$ cat config.mk
export PLATFORM = sky130hd
export DESIGN_NAME = mstr_axi4_wr_burst_buffer_flat
export DESIGN_NICKNAME = d
export VERILOG_FILES = /design/src/rtl/mstr_wr_buf_pkg.sv /design/src/rtl/mstr_axi4_wr_burst_buffer_if.sv /design/src/rtl/mstr_wr_buf_fifo.sv /design/src/rtl/mstr_axi4_wr_burst_buffer.sv /design/src/flat_wrapper.sv
export SDC_FILE = /design/constraint.sdc
export NUM_CORES = 1
export LEC_CHECK = 0
export CORE_ASPECT_RATIO = 0.9
export CORE_MARGIN = 2
export CORE_UTILIZATION = 35
export CTS_CLUSTER_SIZE = 28
export DETAILED_ROUTE_END_ITERATION = 12
export GPL_TIMING_DRIVEN = 0
export SETUP_SLACK_MARGIN = 0.15
export SLEW_MARGIN = 40
export SYNTH_ARGS = -nofsm -noshare
export SYNTH_HDL_FRONTEND = slang
export SYNTH_SLANG_ARGS = --single-unit
export TNS_END_PERCENT = 20
$ cat constraint.sdc
create_clock -name ACLK -period 10.65 [get_ports ACLK]
set_input_delay 2.13 -clock ACLK [delete_from_list [all_inputs] [get_ports ACLK]]
set_output_delay 2.13 -clock ACLK [all_outputs]
set_load 0.05 [all_outputs]
$ cat src/rtl/mstr_wr_buf_pkg.sv
// mstr_wr_buf_pkg
// Shared definitions for the master write-channel burst buffer:
//   - AXI field widths and helper functions that compute the packed AW/W/B
//     payload widths and field offsets from the block parameters
//   - FSM state encoding
// AW packing (MSB..LSB): {ID,ADDR,LEN,SIZE,BURST,LOCK,CACHE,PROT,REGION,QOS,USER}
// W  packing (MSB..LSB): {DATA,STRB,LAST,USER}
// B  packing (MSB..LSB): {ID,RESP,USER}
package mstr_wr_buf_pkg;

    localparam int LEN_W    = 8;
    localparam int SIZE_W   = 3;
    localparam int BURST_W  = 2;
    localparam int LOCK_W   = 1;
    localparam int CACHE_W  = 4;
    localparam int PROT_W   = 3;
    localparam int REGION_W = 4;
    localparam int QOS_W    = 4;
    localparam int RESP_W   = 2;

    function automatic int aw_pw(input int id_w, input int addr_w, input int user_w);
        return id_w + addr_w + LEN_W + SIZE_W + BURST_W + LOCK_W + CACHE_W
             + PROT_W + REGION_W + QOS_W + user_w;
    endfunction

    function automatic int w_pw(input int data_w, input int user_w);
        return data_w + data_w / 8 + 1 + user_w;
    endfunction

    function automatic int b_pw(input int id_w, input int user_w);
        return id_w + RESP_W + user_w;
    endfunction

    // LSB offset of LEN inside the AW payload
    function automatic int aw_len_ofs(input int user_w);
        return user_w + QOS_W + REGION_W + PROT_W + CACHE_W + LOCK_W + BURST_W + SIZE_W;
    endfunction

    // Bit offset of LAST inside the W payload
    function automatic int w_last_ofs(input int user_w);
        return user_w;
    endfunction

    typedef enum logic [1:0] {
        IDLE    = 2'd0,
        COLLECT = 2'd1,
        ISSUE   = 2'd2,
        DRAIN   = 2'd3
    } wr_state_e;

endpackage

$ cat src/rtl/mstr_axi4_wr_burst_buffer_if.sv
// mstr_axi4_wr_burst_buffer_if
// One AXI4 write port (AW, W, B) carried as packed payloads plus handshakes.
//   master modport: drives AW/W and bready, receives B
//   slave  modport: receives AW/W, drives ready signals and B
interface mstr_axi4_wr_burst_buffer_if #(
    parameter int ID_WIDTH   = 1,
    parameter int ADDR_WIDTH = 20,
    parameter int DATA_WIDTH = 32,
    parameter int USER_WIDTH = 1
);
    import mstr_wr_buf_pkg::*;

    localparam int AW_PW = aw_pw(ID_WIDTH, ADDR_WIDTH, USER_WIDTH);
    localparam int W_PW  = w_pw(DATA_WIDTH, USER_WIDTH);
    localparam int B_PW  = b_pw(ID_WIDTH, USER_WIDTH);

    logic [AW_PW-1:0] aw_payload;
    logic             awvalid;
    logic             awready;
    logic [W_PW-1:0]  w_payload;
    logic             wvalid;
    logic             wready;
    logic [B_PW-1:0]  b_payload;
    logic             bvalid;
    logic             bready;

    modport master (
        output aw_payload, awvalid, input awready,
        output w_payload,  wvalid,  input wready,
        input  b_payload,  bvalid,  output bready
    );

    modport slave (
        input  aw_payload, awvalid, output awready,
        input  w_payload,  wvalid,  output wready,
        output b_payload,  bvalid,  input bready
    );

endinterface

$ cat src/rtl/mstr_wr_buf_fifo.sv
// mstr_wr_buf_fifo
// Synchronous first-word fall-through FIFO. The head entry is visible on dout
// while empty is low; a write becomes visible the cycle after it is taken.
// Ports: clk, rst (sync, active high), push/din, pop/dout, full, empty.
// Pushes while full and pops while empty are ignored.
module mstr_wr_buf_fifo #(
    parameter int WIDTH = 8,
    parameter int DEPTH = 16
) (
    input  logic             clk,
    input  logic             rst,
    input  logic             push,
    input  logic [WIDTH-1:0] din,
    input  logic             pop,
    output logic [WIDTH-1:0] dout,
    output logic             full,
    output logic             empty
);
    localparam int PTR_W = $clog2(DEPTH);

    logic [WIDTH-1:0] mem [DEPTH];
    logic [PTR_W:0]   wr_ptr;
    logic [PTR_W:0]   rd_ptr;
    logic             do_push;
    logic             do_pop;

    // Extra pointer MSB separates full from empty when the indexes match
    assign full    = (wr_ptr[PTR_W] != rd_ptr[PTR_W]) &&
                     (wr_ptr[PTR_W-1:0] == rd_ptr[PTR_W-1:0]);
    assign empty   = (wr_ptr == rd_ptr);
    assign do_push = push && !full;
    assign do_pop  = pop && !empty;
    assign dout    = mem[rd_ptr[PTR_W-1:0]];

    always_ff @(posedge clk) begin
        if (do_push) mem[wr_ptr[PTR_W-1:0]] <= din;
    end

    always_ff @(posedge clk) begin
        if (rst) begin
            wr_ptr <= '0;
            rd_ptr <= '0;
        end else begin
            if (do_push) wr_ptr <= wr_ptr + (PTR_W+1)'(1);
            if (do_pop)  rd_ptr <= rd_ptr + (PTR_W+1)'(1);
        end
    end

endmodule

$ cat src/rtl/mstr_axi4_wr_burst_buffer.sv
// mstr_axi4_wr_burst_buffer
// Write burst buffer between the AHB-to-AXI4 converter and the interconnect.
// AW is held until the whole burst sits in the W FIFO (or the burst cannot fit,
// in which case it cuts through), so W never stalls inside the crossbar.
// Outstanding write bursts are capped at MAX_OUTS; B passes straight through.
// Ports:
//   ACLK, sysReset (sync, active high)
//   up       : slave side, AW/W from the converter, B back to it
//   m        : master side, AW/W to the interconnect, B from it
//   last_err : sticky WLAST mismatch flag
// Optional feature: MSTR_WRBUF_LAST_CHECK_EN generates WLAST from a beat
// counter against the held LEN and flags disagreement with the stored LAST.
module mstr_axi4_wr_burst_buffer
    import mstr_wr_buf_pkg::*;
#(
    parameter int ID_WIDTH   = 1,
    parameter int ADDR_WIDTH = 20,
    parameter int DATA_WIDTH = 32,
    parameter int USER_WIDTH = 1,
    parameter int FIFO_DEPTH = 16,
    parameter int MAX_OUTS   = 4
) (
    input  logic ACLK,
    input  logic sysReset,
    mstr_axi4_wr_burst_buffer_if.slave  up,
    mstr_axi4_wr_burst_buffer_if.master m,
    output logic last_err
);
    localparam int AW_PW    = aw_pw(ID_WIDTH, ADDR_WIDTH, USER_WIDTH);
    localparam int W_PW     = w_pw(DATA_WIDTH, USER_WIDTH);
    localparam int LEN_OFS  = aw_len_ofs(USER_WIDTH);
    localparam int LAST_OFS = w_last_ofs(USER_WIDTH);
    localparam int CNT_W    = $clog2(FIFO_DEPTH + 1);
    localparam int OUTS_W   = $clog2(MAX_OUTS + 1);
    localparam logic [31:0] DEPTH32 = FIFO_DEPTH;

    wr_state_e        state;
    logic [AW_PW-1:0] held_aw;
    logic [LEN_W-1:0] held_len;
    logic             aw_vld_q;
    logic [CNT_W-1:0] last_cnt;
    logic [OUTS_W-1:0] outs_cnt;

    logic [W_PW-1:0]  f_head;
    logic             f_full;
    logic             f_empty;
    logic             push;
    logic             pop;
    logic             head_last;
    logic             final_beat;
    logic             out_last;
    logic             m_wvalid;
    logic             up_aw_hs;
    logic             m_aw_hs;
    logic             m_b_hs;
    logic             cut_through;
    logic             can_issue;
    logic [W_PW-1:0]  w_out;

    // ---------------- handshakes ----------------
    assign up.awready = (state == IDLE) && !sysReset;
    assign up.wready  = !f_full && !sysReset;
    assign up_aw_hs   = up.awvalid && up.awready;
    assign push       = up.wvalid && up.wready;

    assign m.awvalid    = aw_vld_q;
    assign m.aw_payload = held_aw;
    assign m_aw_hs      = aw_vld_q && m.awready;

    assign m_wvalid  = (state == DRAIN) && !f_empty;
    assign m.wvalid  = m_wvalid;
    assign pop       = m_wvalid && m.wready;
    assign head_last = f_head[LAST_OFS];

    // B is a pure pass-through
    assign up.b_payload = m.b_payload;
    assign up.bvalid    = m.bvalid;
    assign m.bready     = up.bready;
    assign m_b_hs       = m.bvalid && up.bready;

    // A burst longer than the FIFO can never be fully resident; issue it early
    assign cut_through = ({{(32-LEN_W){1'b0}}, held_len} >= DEPTH32);
    assign can_issue   = ((last_cnt != '0) || cut_through) &&
                         (outs_cnt < OUTS_W'(MAX_OUTS));

    // ---------------- W FIFO ----------------
    mstr_wr_buf_fifo #(
        .WIDTH (W_PW),
        .DEPTH (FIFO_DEPTH)
    ) u_fifo (
        .clk   (ACLK),
        .rst   (sysReset),
        .push  (push),
        .din   (up.w_payload),
        .pop   (pop),
        .dout  (f_head),
        .full  (f_full),
        .empty (f_empty)
    );

`ifdef MSTR_WRBUF_LAST_CHECK_EN
    logic [LEN_W-1:0] beat_cnt;
    logic             cnt_last;

    assign cnt_last   = (beat_cnt == held_len);
    assign final_beat = cnt_last;
    assign out_last   = cnt_last;

    // Counter restarts on the AW handshake, i.e. on entry to DRAIN
    always_ff @(posedge ACLK) begin
        if (sysReset) begin
            beat_cnt <= '0;
            last_err <= 1'b0;
        end else begin
            if (m_aw_hs)  beat_cnt <= '0;
            else if (pop) beat_cnt <= beat_cnt + LEN_W'(1);
            if (pop && (head_last != cnt_last)) last_err <= 1'b1;
        end
    end
`else
    assign final_beat = head_last;
    assign out_last   = head_last;
    assign last_err   = 1'b0;
`endif

    // LAST only ever asserted alongside a valid beat
    always_comb begin
        w_out           = f_head;
        w_out[LAST_OFS] = out_last && m_wvalid;
    end
    assign m.w_payload = w_out;

    // ---------------- counters ----------------
    always_ff @(posedge ACLK) begin
        if (sysReset) begin
            last_cnt <= '0;
            outs_cnt <= '0;
        end else begin
            case ({push && up.w_payload[LAST_OFS], pop && head_last})
                2'b10:   last_cnt <= last_cnt + CNT_W'(1);
                2'b01:   last_cnt <= last_cnt - CNT_W'(1);
                default: last_cnt <= last_cnt;
            endcase
            case ({m_aw_hs, m_b_hs})
                2'b10:   outs_cnt <= outs_cnt + OUTS_W'(1);
                2'b01:   outs_cnt <= outs_cnt - OUTS_W'(1);
                default: outs_cnt <= outs_cnt;
            endcase
        end
    end

    // ---------------- FSM ----------------
    always_ff @(posedge ACLK) begin
        if (sysReset) begin
            state    <= IDLE;
            aw_vld_q <= 1'b0;
            held_aw  <= '0;
            held_len <= '0;
        end else begin
            case (state)
                IDLE: if (up_aw_hs) begin
                    held_aw  <= up.aw_payload;
                    held_len <= up.aw_payload[LEN_OFS +: LEN_W];
                    state    <= COLLECT;
                end
                COLLECT: if (can_issue) begin
                    aw_vld_q <= 1'b1;
                    state    <= ISSUE;
                end
                ISSUE: if (m.awready) begin
                    aw_vld_q <= 1'b0;
                    state    <= DRAIN;
                end
                DRAIN: if (pop && final_beat) state <= IDLE;
                default: state <= IDLE;
            endcase
        end
    end

endmodule

$ cat src/flat_wrapper.sv
// flat-port wrapper written by rule: the top's interface ports become plain ports
module mstr_axi4_wr_burst_buffer_flat import mstr_wr_buf_pkg::*;
#(
    parameter int ID_WIDTH   = 1,
    parameter int ADDR_WIDTH = 20,
    parameter int DATA_WIDTH = 32,
    parameter int USER_WIDTH = 1,
    parameter int FIFO_DEPTH = 16,
    parameter int MAX_OUTS   = 4
)
  (ACLK, sysReset, last_err, up_aw_payload, up_awvalid, up_awready, up_w_payload, up_wvalid, up_wready, up_b_payload, up_bvalid, up_bready, m_aw_payload, m_awvalid, m_awready, m_w_payload, m_wvalid, m_wready, m_b_payload, m_bvalid, m_bready);
  mstr_axi4_wr_burst_buffer_if #(.ID_WIDTH(ID_WIDTH), .ADDR_WIDTH(ADDR_WIDTH), .DATA_WIDTH(DATA_WIDTH), .USER_WIDTH(USER_WIDTH)) up_i ();
  mstr_axi4_wr_burst_buffer_if #(.ID_WIDTH(ID_WIDTH), .ADDR_WIDTH(ADDR_WIDTH), .DATA_WIDTH(DATA_WIDTH), .USER_WIDTH(USER_WIDTH)) m_i ();
  input  logic ACLK;
  input  logic sysReset;
  output logic last_err;
  input wire logic [$bits(up_i.aw_payload)-1:0] up_aw_payload;
  input wire logic [$bits(up_i.awvalid)-1:0] up_awvalid;
  output wire logic [$bits(up_i.awready)-1:0] up_awready;
  input wire logic [$bits(up_i.w_payload)-1:0] up_w_payload;
  input wire logic [$bits(up_i.wvalid)-1:0] up_wvalid;
  output wire logic [$bits(up_i.wready)-1:0] up_wready;
  output wire logic [$bits(up_i.b_payload)-1:0] up_b_payload;
  output wire logic [$bits(up_i.bvalid)-1:0] up_bvalid;
  input wire logic [$bits(up_i.bready)-1:0] up_bready;
  output wire logic [$bits(m_i.aw_payload)-1:0] m_aw_payload;
  output wire logic [$bits(m_i.awvalid)-1:0] m_awvalid;
  input wire logic [$bits(m_i.awready)-1:0] m_awready;
  output wire logic [$bits(m_i.w_payload)-1:0] m_w_payload;
  output wire logic [$bits(m_i.wvalid)-1:0] m_wvalid;
  input wire logic [$bits(m_i.wready)-1:0] m_wready;
  input wire logic [$bits(m_i.b_payload)-1:0] m_b_payload;
  input wire logic [$bits(m_i.bvalid)-1:0] m_bvalid;
  output wire logic [$bits(m_i.bready)-1:0] m_bready;
  assign up_i.aw_payload = up_aw_payload;
  assign up_i.awvalid = up_awvalid;
  assign up_awready = up_i.awready;
  assign up_i.w_payload = up_w_payload;
  assign up_i.wvalid = up_wvalid;
  assign up_wready = up_i.wready;
  assign up_b_payload = up_i.b_payload;
  assign up_bvalid = up_i.bvalid;
  assign up_i.bready = up_bready;
  assign m_aw_payload = m_i.aw_payload;
  assign m_awvalid = m_i.awvalid;
  assign m_i.awready = m_awready;
  assign m_w_payload = m_i.w_payload;
  assign m_wvalid = m_i.wvalid;
  assign m_i.wready = m_wready;
  assign m_i.b_payload = m_b_payload;
  assign m_i.bvalid = m_bvalid;
  assign m_bready = m_i.bready;
  mstr_axi4_wr_burst_buffer #(.ID_WIDTH(ID_WIDTH), .ADDR_WIDTH(ADDR_WIDTH), .DATA_WIDTH(DATA_WIDTH), .USER_WIDTH(USER_WIDTH), .FIFO_DEPTH(FIFO_DEPTH), .MAX_OUTS(MAX_OUTS)) u_core (.ACLK(ACLK), .sysReset(sysReset), .up(up_i), .m(m_i), .last_err(last_err));
endmodule
Yosys cells after proc, flatten, opt, wreduce, memory -nomap -nowiden
Memories as Yosys holds them, arrays and structs flattened. A register that Yosys moved wholly into a read port is not among the register bits.
Index checks and enable logic that the tools add are counted.
{ "totals": {"ff_bits": 80, "memories": 1, "out_inout_bits": 100, "mem_bits_rw": 608, "word_cells": 72} }
{ "mem_list": {"columns": ["name", "words", "width", "read_ports", "rd_clocked_by_memory_dff", "wr", "line", "rtl"], "rows": [
  ["u_core.u_fifo.mem", 16, 38, 1, 1, 1, "mstr_wr_buf_fifo.sv:21", "logic [WIDTH-1:0] mem [DEPTH];"]
]} }
{ "classes": {"reduce_logical": 27, "n_eq_ne": 14, "muxes": 14, "order_cmp": 2, "addsub": 6} }
{ "ops": {"columns": ["op", "count"], "rows": [
  ["$add A5 B1 Y5 const B", 3],
  ["$logic_and A1 B1 Y1", 15],
  ["$pmux W5 S2", 1],
  ["$eq A2 B2 Y1 const B", 4],
  ["$ge A8 B5 Y1 const B", 1],
  ["$mux W2", 4],
  ["$mux W4", 2],
  ["$pmux W2 S4", 1],
  ["$eq A2 B1 Y1 const B", 3],
  ["$pmux W3 S2", 1],
  ["$reduce_bool A2 Y1", 3],
  ["$eq A5 B5 Y1", 1],
  ["$reduce_bool A5 Y1", 1],
  ["$sub A5 B1 Y5 const B", 1],
  ["$eq A4 B4 Y1", 1],
  ["$mux W1", 4],
  ["$ne A2 B1 Y1 const B", 2],
  ["$ne A2 B2 Y1 const B", 2],
  ["$reduce_and A4 Y1", 1],
  ["$add A3 B1 Y3 const B", 1],
  ["$logic_not A1 Y1", 3],
  ["$lt A3 B3 Y1 const B", 1],
  ["$reduce_and A3 Y1", 1],
  ["$sub A3 B1 Y3 const B", 1],
  ["5 further kinds", 5]
]} }

Logic depth before layout (Yosys ltp)
Gate-level depths: netlist of the first run.
{ "depth": {"ltp_word": 8, "mapped_depth": 14, "mapped_depth_nobuf": 12} }

Hierarchy
Synthesis of the first run repeated with hierarchy kept, for this count alone.
{ "unflattened": {"hier_cells": 1277, "hier_area_um2": 26329.0} }
{ "by_module_without_submodules": {"columns": ["mod", "area_per_inst_um2", "n_inst", "cells_per_inst"], "rows": [
  ["mstr_wr_buf_fifo", 23680.2, 1, 946],
  ["mstr_axi4_wr_burst_buffer", 2648.8, 1, 331]
]} }

Least setup slack after synthesis of the first run
No wires, ideal clock.
{ "synth_path": {"kind": "input-to-reg", "start": "input port sysReset", "end": "memory u_core.u_fifo.mem[0][0] (netlist name) (enable)", "stages": 6, "required_ps": 10169, "arrival_time_ps": 5342, "n_path_buf": 1, "setup_ps": 481, "slack_ps": 4827, "path_cell_list": "inv_2 > nand2_1 > a21oi_1 > buf_2 > nand2_1 > nor3_1"} }
{ "synth_between": {"elab_chain_cells": 6} }
{ "synth_lines": {"columns": ["item", "line", "rtl"], "rows": [
  ["start, declared", "flat_wrapper.sv:15", "input logic sysReset;"],
  ["$logic_not A1 Y1", "mstr_axi4_wr_burst_buffer.sv:62", "assign up.wready = !f_full && !sysReset;"],
  ["$logic_and A1 B1 Y1", "mstr_axi4_wr_burst_buffer.sv:62", null],
  ["$logic_and A1 B1 Y1", "mstr_axi4_wr_burst_buffer.sv:64", "assign push = up.wvalid && up.wready;"],
  ["$logic_and A1 B1 Y1", "mstr_wr_buf_fifo.sv:31", "assign do_push = push && !full;"],
  ["$mux W1", "mstr_wr_buf_fifo.sv:36", "if (do_push) mem[wr_ptr[PTR_W-1:0]] <= din;"],
  ["$mux W1 (implied by the code)", "mstr_wr_buf_fifo.sv:36", null],
  ["end, declared", "mstr_wr_buf_fifo.sv:21", null]
]} }
No other way between the ends.

==> results of run 1 <==
## where the power goes
| group | total, W | switching (W) | internal [W] |
|---|---|---|---|
| Combinational | 0.000553 | 0.000357 | 0.000196 |
| Clock | 0.00243 | 0.00101 | 0.00141 |
| Sequential | 0.00302 | 0.0000351 | 0.00298 |
| Total | 0.00600 | 0.00140 | 0.00459 |
## metrics by stage
stage	cell area (um2)	setup slack, ns	utilization	hold slack, ns
floorplan	26500	4.83	-	0.454
global placement	29700	0.236	0.397	0.443
detailed placement	30800	4.36	0.412	0.453
CTS	33000	4.26	0.442	0.460
global route	33000	4.20	0.442	0.476
finish	33000	4.36	0.442	0.458
## state kept, by name, summed over array words and instances, names as in the netlist, named ones only
signal and flops:
u_core.m.aw_payload 44, u_core.u_fifo.rd_ptr 5, u_core.outs_cnt 3, u_core.u_fifo.mem 608, u_core.last_cnt 5, u_core.held_len 7, u_core.m.awvalid 1, u_core.state 2
u_core.u_fifo.wr_ptr 5
## kinds of logic after synthesis
logic type / count (synthesis) / synth area share
flip-flops: 684 / 0.747
multiplexers: 195 / 0.175
XOR/XNOR: 16 / 0.00529
AO/OA/AOI/OAI: 84 / 0.0181
adder cells (fa/ha/maj): 16 / 0.00812
buffers and inverters: 86 / 0.0201
AND/OR/NAND/NOR: 170 / 0.0272
other: 1 / 0.000142
## worst max-delay path, cell delays in order, from the launching register on
cell	delay, ns
dfxtp_1	0.30
clkbuf_1	0.38
clkbuf_1	0.56
clkbuf_1	0.68
mux4_2	0.41
mux4_2	0.51
clkdlybuf4s50_1	0.72
## layout by cell type (no fill, tap or decap), drive strengths merged, types with 2 or more instances in the layout
master / Yosys / final
and2: 5 / 5
nor2: 27 / 27
clkinv: 0 / 30
xor2: 8 / 8
edfxtp: 608 / 608
nor2b: 4 / 4
xnor2: 8 / 8
ha: 14 / 14
clkdlybuf4s50: 0 / 195
inv: 14 / 17
o31ai: 2 / 2
nor3: 5 / 5
nor4: 3 / 3
dfxtp: 76 / 76
bufinv: 0 / 7
a211oi: 5 / 5
nand2b: 2 / 2
nand3: 2 / 2
clkinvlp: 0 / 2
buf: 35 / 103
clkbuf: 37 / 117
o21ai: 53 / 53
a2111oi: 2 / 2
a21oi: 13 / 13
and3: 2 / 2
mux2i: 6 / 6
a21bo: 2 / 2
a21boi: 2 / 2
nand2: 115 / 115
a32o: 2 / 2
mux4: 189 / 189
fa: 2 / 2
## final cells by class
type	count	area, um2	area share
buffer	72	489	0.0148
clock buffer	80	1840	0.0558
clock inverter	42	407	0.0123
inverter	14	52.6	0.00159
multi-input combinational	482	6290	0.190
sequential	684	19800	0.599
tap	970	1210	0.0367
timing repair buffer	263	2960	0.0895
## metal layers
layer / share of wire / wire [um] / global-route usage
met4: 0.022 / 1390 / 0.0415
met5: 0.00090 / 56 / 0
met1: 0.42 / 26200 / 0.210
met2: 0.49 / 30400 / 0.266
met3: 0.066 / 4090 / 0.0406
## worst paths after layout
kind                                          from                  to  slack [ns]  depth (start not counted)
worst min-delay path            u_core.held_len[0]  u_core.held_len[0]        0.46                          2
worst min register to register  u_core.held_len[0]  u_core.held_len[0]        0.46                          2
worst max-delay path                      register     m_w_payload[18]        4.36                          6
worst max register to register            register  u_core.last_cnt[4]        6.30                         13
==> results.sh, run 1 <==
export IMPL_die_area_um2=77900
export IMPL_cp_arrival_ns=4.16
export IMPL_placed_cells=2485
export IMPL_clock_latency_ns=0.60
export IMPL_die_h_um=265
export IMPL_fin_tns_setup_ns=0
export IMPL_place_gp_congestion=0.824
export IMPL_cts_sinks=684
export IMPL_vias_per_cell=5.12
export IMPL_grt_usage=0.160
export IMPL_grt_pass1_vias=13661
export IMPL_grt_overflow=0
export IMPL_synth_cells=1252
export IMPL_wire_per_inst_um=23.9
export IMPL_path_class="reg2out"
export IMPL_powerDensity_nw_per_um2=182
export IMPL_ys_seq_elements=684
export IMPL_grt_pass1_wl_mm=90.7
export IMPL_synth_top_area_frac=0.689
export IMPL_hold_class="reg2reg"
export IMPL_io_buffers=195
export IMPL_clock_tree_buffer_depth=3
export IMPL_final_antenna_net_count=0
export IMPL_yosys_area_top_type="edfxtp_1"
export IMPL_num_rows=95
export IMPL_power_leakage_nw=10.5
export IMPL_tightestPinTransition_ns=0.814
export IMPL_vias=13343
export IMPL_coreArea_um2=74800
export IMPL_syn_to_final_growth_pct=24.7
export IMPL_yosysWarnings=0
export IMPL_cap_violations=0
export IMPL_synth_edf_count=608
export IMPL_wl_mm=62.2
export IMPL_yosysMostFrequentCell="edfxtp_1"
export IMPL_dr_pass1_iters=5
export IMPL_clkTransAtPathRegs_ns=0.06
export IMPL_endpoint_kind="output pin"
export IMPL_syn_area_um2=26500
export IMPL_cts_tree="done"
export IMPL_initial_core_util=0.354
export IMPL_critPathMaxFanout=10
export IMPL_die_w_um=294
export IMPL_async_flop_share=0
export IMPL_fin_nets=1705
export IMPL_yosysSeqAreaShare=0.747
export IMPL_ctsHoldBuffers=0
export IMPL_post_route_period_util=0.591
export IMPL_hpwlAfterDp_mm=41.7
export IMPL_finalSetupViolCount=0
export IMPL_htreeDepth=3
export IMPL_ys_flop_type="edfxtp_1"
export IMPL_ys_types=44
export IMPL_drc=0
export IMPL_postCtsSetupBuffers=0
export IMPL_cts_made_buffers=71
export IMPL_maxSlewViolCount=0
export IMPL_rsz0062_at_grt="false"
export IMPL_clock_fmax_ghz=0.159
export IMPL_vdd_drop_max_v=0.000127
export IMPL_synthTopCellsByCount="608 x edfxtp_1, 115 x nand2_1, 107 x mux4_2, 82 x mux4_1, 76 x dfxtp_1"
export IMPL_antenna_found_initial=4
export IMPL_cts_root_buf="clkbuf_16"
export IMPL_slew_headroom=0.457
export IMPL_clock_skew_ns=0.0187
export IMPL_cp_required_ns=8.52
export IMPL_synth_nets=1369
export IMPL_finalPower_w=0.00600
export IMPL_outcome="complete, no violations"
export IMPL_final_cells=2607
export IMPL_drive_above_1_share=0.206
export IMPL_avgSynthCellArea_um2=21.2
export IMPL_synth_area_leaders="edfxtp_1 69%, mux4_2 9.1%, mux4_1 8.1%"
export IMPL_drtIter0Drc=1180
export IMPL_cts_repair_resized=0
export IMPL_finalCriticalPeriod_ns=6.29
export IMPL_io_pins=201
export IMPL_start_kind="register"
export IMPL_hold_viol_final=0
export IMPL_diodes=0
export IMPL_fill_cells=6348
export IMPL_grt_max_degree=25
No activity file was read; power rests on OpenSTA's default activity.
==> run 2, diff against run 1 <==
==> constraint.sdc (replaced) <==
create_clock -name ACLK -period 6.2 [get_ports ACLK]
set_input_delay 1.24 -clock ACLK [delete_from_list [all_inputs] [get_ports ACLK]]
set_output_delay 1.24 -clock ACLK [all_outputs]
set_load 0.05 [all_outputs]
==> results of run 2 <==
Same layout as run 1 (identical final DEF). Status: complete, no violations.
Main changes from that run: setup slack after placement 4.36 ns -> 1.36 ns; setup slack after layout 4.36 ns -> 0.797 ns; register-to-register setup slack 6.30 ns -> 1.85 ns; total power 0.00600 W -> 0.0103 W; worst IR drop on VDD 0.000127 V -> 0.000218 V
==> run 3, diff against run 2 <==
--- a/config.mk
+++ b/config.mk
@@ -11,9 +11,10 @@
 export CTS_CLUSTER_SIZE = 28
 export DETAILED_ROUTE_END_ITERATION = 12
 export GPL_TIMING_DRIVEN = 0
-export SETUP_SLACK_MARGIN = 0.15
+export RECOVER_POWER = 50
 export SLEW_MARGIN = 40
 export SYNTH_ARGS = -nofsm -noshare
 export SYNTH_HDL_FRONTEND = slang
+export SYNTH_HIERARCHICAL = 1
 export SYNTH_SLANG_ARGS = --single-unit
 export TNS_END_PERCENT = 20
==> results.sh, run 3 <==
export IMPL_drc=0
export IMPL_grt_pass1_wl_mm=92.9
export IMPL_avgSynthCellArea_um2=20.6
export IMPL_yosys_area_top_type="edfxtp_1"
export IMPL_die_w_um=293
export IMPL_hold_viol_final=0
export IMPL_antenna_found_initial=8
export IMPL_finalSetupViolCount=0
export IMPL_finalPower_w=0.0100
export IMPL_drive_above_1_share=0.235
export IMPL_fin_tns_setup_ns=0
export IMPL_die_area_um2=77400
export IMPL_cp_arrival_ns=4.10
export IMPL_place_area_um2=30000
export IMPL_htreeDepth=3
export IMPL_clkTransAtPathRegs_ns=0.06
export IMPL_synth_area_leaders="edfxtp_1 69%, mux4_2 16%, dfxtp_1 5.8%"
export IMPL_synth_top_area_frac=0.693
export IMPL_clock_skew_ns=0.0217
export IMPL_grt_max_degree=27
export IMPL_vdd_drop_max_v=0.000182
export IMPL_synth_nets=1393
export IMPL_hpwlAfterDp_mm=38.7
export IMPL_clock_tree_buffer_depth=3
export IMPL_start_kind="register"
export IMPL_ctsHoldBuffers=0
export IMPL_cp_required_ns=4.96
export IMPL_grt_pass1_vias=14294
export IMPL_synthTopCellsByCount="608 x edfxtp_1, 190 x mux4_2, 110 x nand2_1, 76 x dfxtp_1, 58 x o21ai_0"
export IMPL_num_rows=95
export IMPL_dr_pass1_iters=5
export IMPL_wl_mm=62.7
export IMPL_clock_fmax_ghz=0.187
export IMPL_die_h_um=264
export IMPL_crit_chain="buf_2 -> buf_2 -> clkbuf_1 -> mux4_2 -> mux4_2 -> and2_1 -> clkdlybuf4s50_1"
export IMPL_yosysMostFrequentCell="edfxtp_1"
export IMPL_drtIter0Drc=1080
export IMPL_final_common_cell="edfxtp_1"
export IMPL_crit_slowest_cell="clkdlybuf4s50_1"
export IMPL_postCtsSetupBuffers=0
export IMPL_largest_reg_flops=608
export IMPL_power_leakage_nw=10.0
export IMPL_final_cell_mix="608 x edfxtp_1, 190 x mux4_2, 134 x clkdlybuf4s50_1"
export IMPL_place_gp_congestion=0.820
export IMPL_cap_violations=0
export IMPL_grt_overflow=0
export IMPL_coreArea_um2=74500
export IMPL_hold_class="reg2reg"
export IMPL_post_route_period_util=0.861
export IMPL_wire_per_inst_um=24.2
export IMPL_maxSlewViolCount=0
export IMPL_slew_headroom=0.441
export IMPL_clock_latency_ns=0.61
export IMPL_critPathMaxFanout=10
export IMPL_cts_root_buf="clkbuf_16"
export IMPL_fin_nets=1679
export IMPL_outcome="complete, no violations"
export IMPL_ys_types=58
export IMPL_initial_core_util=0.353
export IMPL_finalCriticalPeriod_ns=5.34
export IMPL_synth_edf_count=608
export IMPL_rsz0062_at_grt="false"
export IMPL_synth_cells=1277
export IMPL_powerDensity_nw_per_um2=312
export IMPL_cts_tree="done"
export IMPL_yosysSeqAreaShare=0.751
export IMPL_vias_per_cell=5.22
export IMPL_final_antenna_net_count=0
export IMPL_tightestPinTransition_ns=0.838
export IMPL_grt_usage=0.164
export IMPL_cts_repair_resized=0
export IMPL_endpoint_kind="output pin"
export IMPL_postLayoutCellArea_um2=32100
export IMPL_io_buffers=195
export IMPL_cts_made_buffers=70
export IMPL_io_pins=201
export IMPL_ys_seq_elements=684
export IMPL_syn_to_final_growth_pct=22.1
export IMPL_async_flop_share=0
export IMPL_vias=13519
export IMPL_cts_sinks=684
export IMPL_yosysWarnings=6
export IMPL_ys_flop_type="edfxtp_1"
export IMPL_cp_slowest_stage_delay_ns=0.73
export IMPL_path_class="reg2out"
export IMPL_syn_area_um2=26300
==> run 3: cell count changes after synthesis, moves of 4 or more <==
cell,change
buf_2,+9
nand4_1,+4
nor2_1,-10
buf_12,-6
o311ai_0,+4
and3_1,+17
mux4_2,+83
clkbuf_1,-5
nand2_1,-5
mux4_1,-82
a21oi_1,-5
o21ai_0,+5
==> run 3: critical path: cells and delay by family (launching register included) <==
family	cells	cell delay, ns
buffers and inverters	4	2.03
muxes	2	0.98
DFF	1	0.30
and+or+nand+nor	1	0.18
==> run 3: through the flow <==
| step | hold WS (ns) | setup WS, ns | instances | util |
|---|---|---|---|---|
| after detailed placement | 0.452 | 1.45 | 2461 | 0.402 |
| final | 0.458 | 0.860 | 2588 | 0.431 |
| after floorplan | 0.458 | 1.18 | 1277 | - |
| after global placement | 0.444 | -1.91 | 2442 | 0.396 |
| after CTS | 0.461 | 0.800 | 2586 | 0.431 |
| after global routing | 0.473 | 0.747 | 2586 | 0.431 |
==> run 3: final cells by class <==
| class | count | area, um2 |
|---|---|---|
| tap | 970 | 1210 |
| clock buffer | 88 | 1880 |
| antenna | 2 | 5.00 |
| fill | 6419 | 42400 |
| sequential | 684 | 19800 |
| buffer | 72 | 403 |
| clock inverter | 37 | 284 |
| timing repair buffer | 214 | 2340 |
| inverter | 18 | 67.6 |
| multi-input combinational | 503 | 6170 |
==> run 3: worst paths after layout <==
path / slack, ns / cells past startpoint / end / start
hold / removal: 0.46 / 2 / u_core/m.aw_payload[34] / u_core/m.aw_payload[34]
setup / recovery: 0.86 / 7 / m_w_payload[1] / register
hold reg to reg: 0.46 / 2 / u_core/m.aw_payload[34] / u_core/m.aw_payload[34]
setup reg to reg: 1.73 / 13 / u_core/last_cnt[4] / register
==> run 3: report_power, final <==
group / total [W] / switching, W / internal, W
Combinational: 0.000867 / 0.000579 / 0.000288
Clock: 0.00399 / 0.00171 / 0.00228
Sequential: 0.00518 / 0.0000595 / 0.00512
==> run 3: cell families after synthesis <==
kind of cell,synth area share
AOI/OAI and AO/OA,0.0208
xor gates and xnor gates,0.00366
adders and majority gates,0.00741
buffers and inverters,0.0175
DFF,0.751
muxes,0.166
other,0.000142
and+or+nand+nor,0.0331
==> run 3: routing by layer <==
metal / part of all wire / vias up / track usage
met3: 0.074 / 90 / 0.0443
met4: 0.021 / 10 / 0.0395
met5: 0.0011 / - / 0
met2: 0.49 / 492 / 0.273
li1: - / 5808 / -
met1: 0.41 / 7119 / 0.215
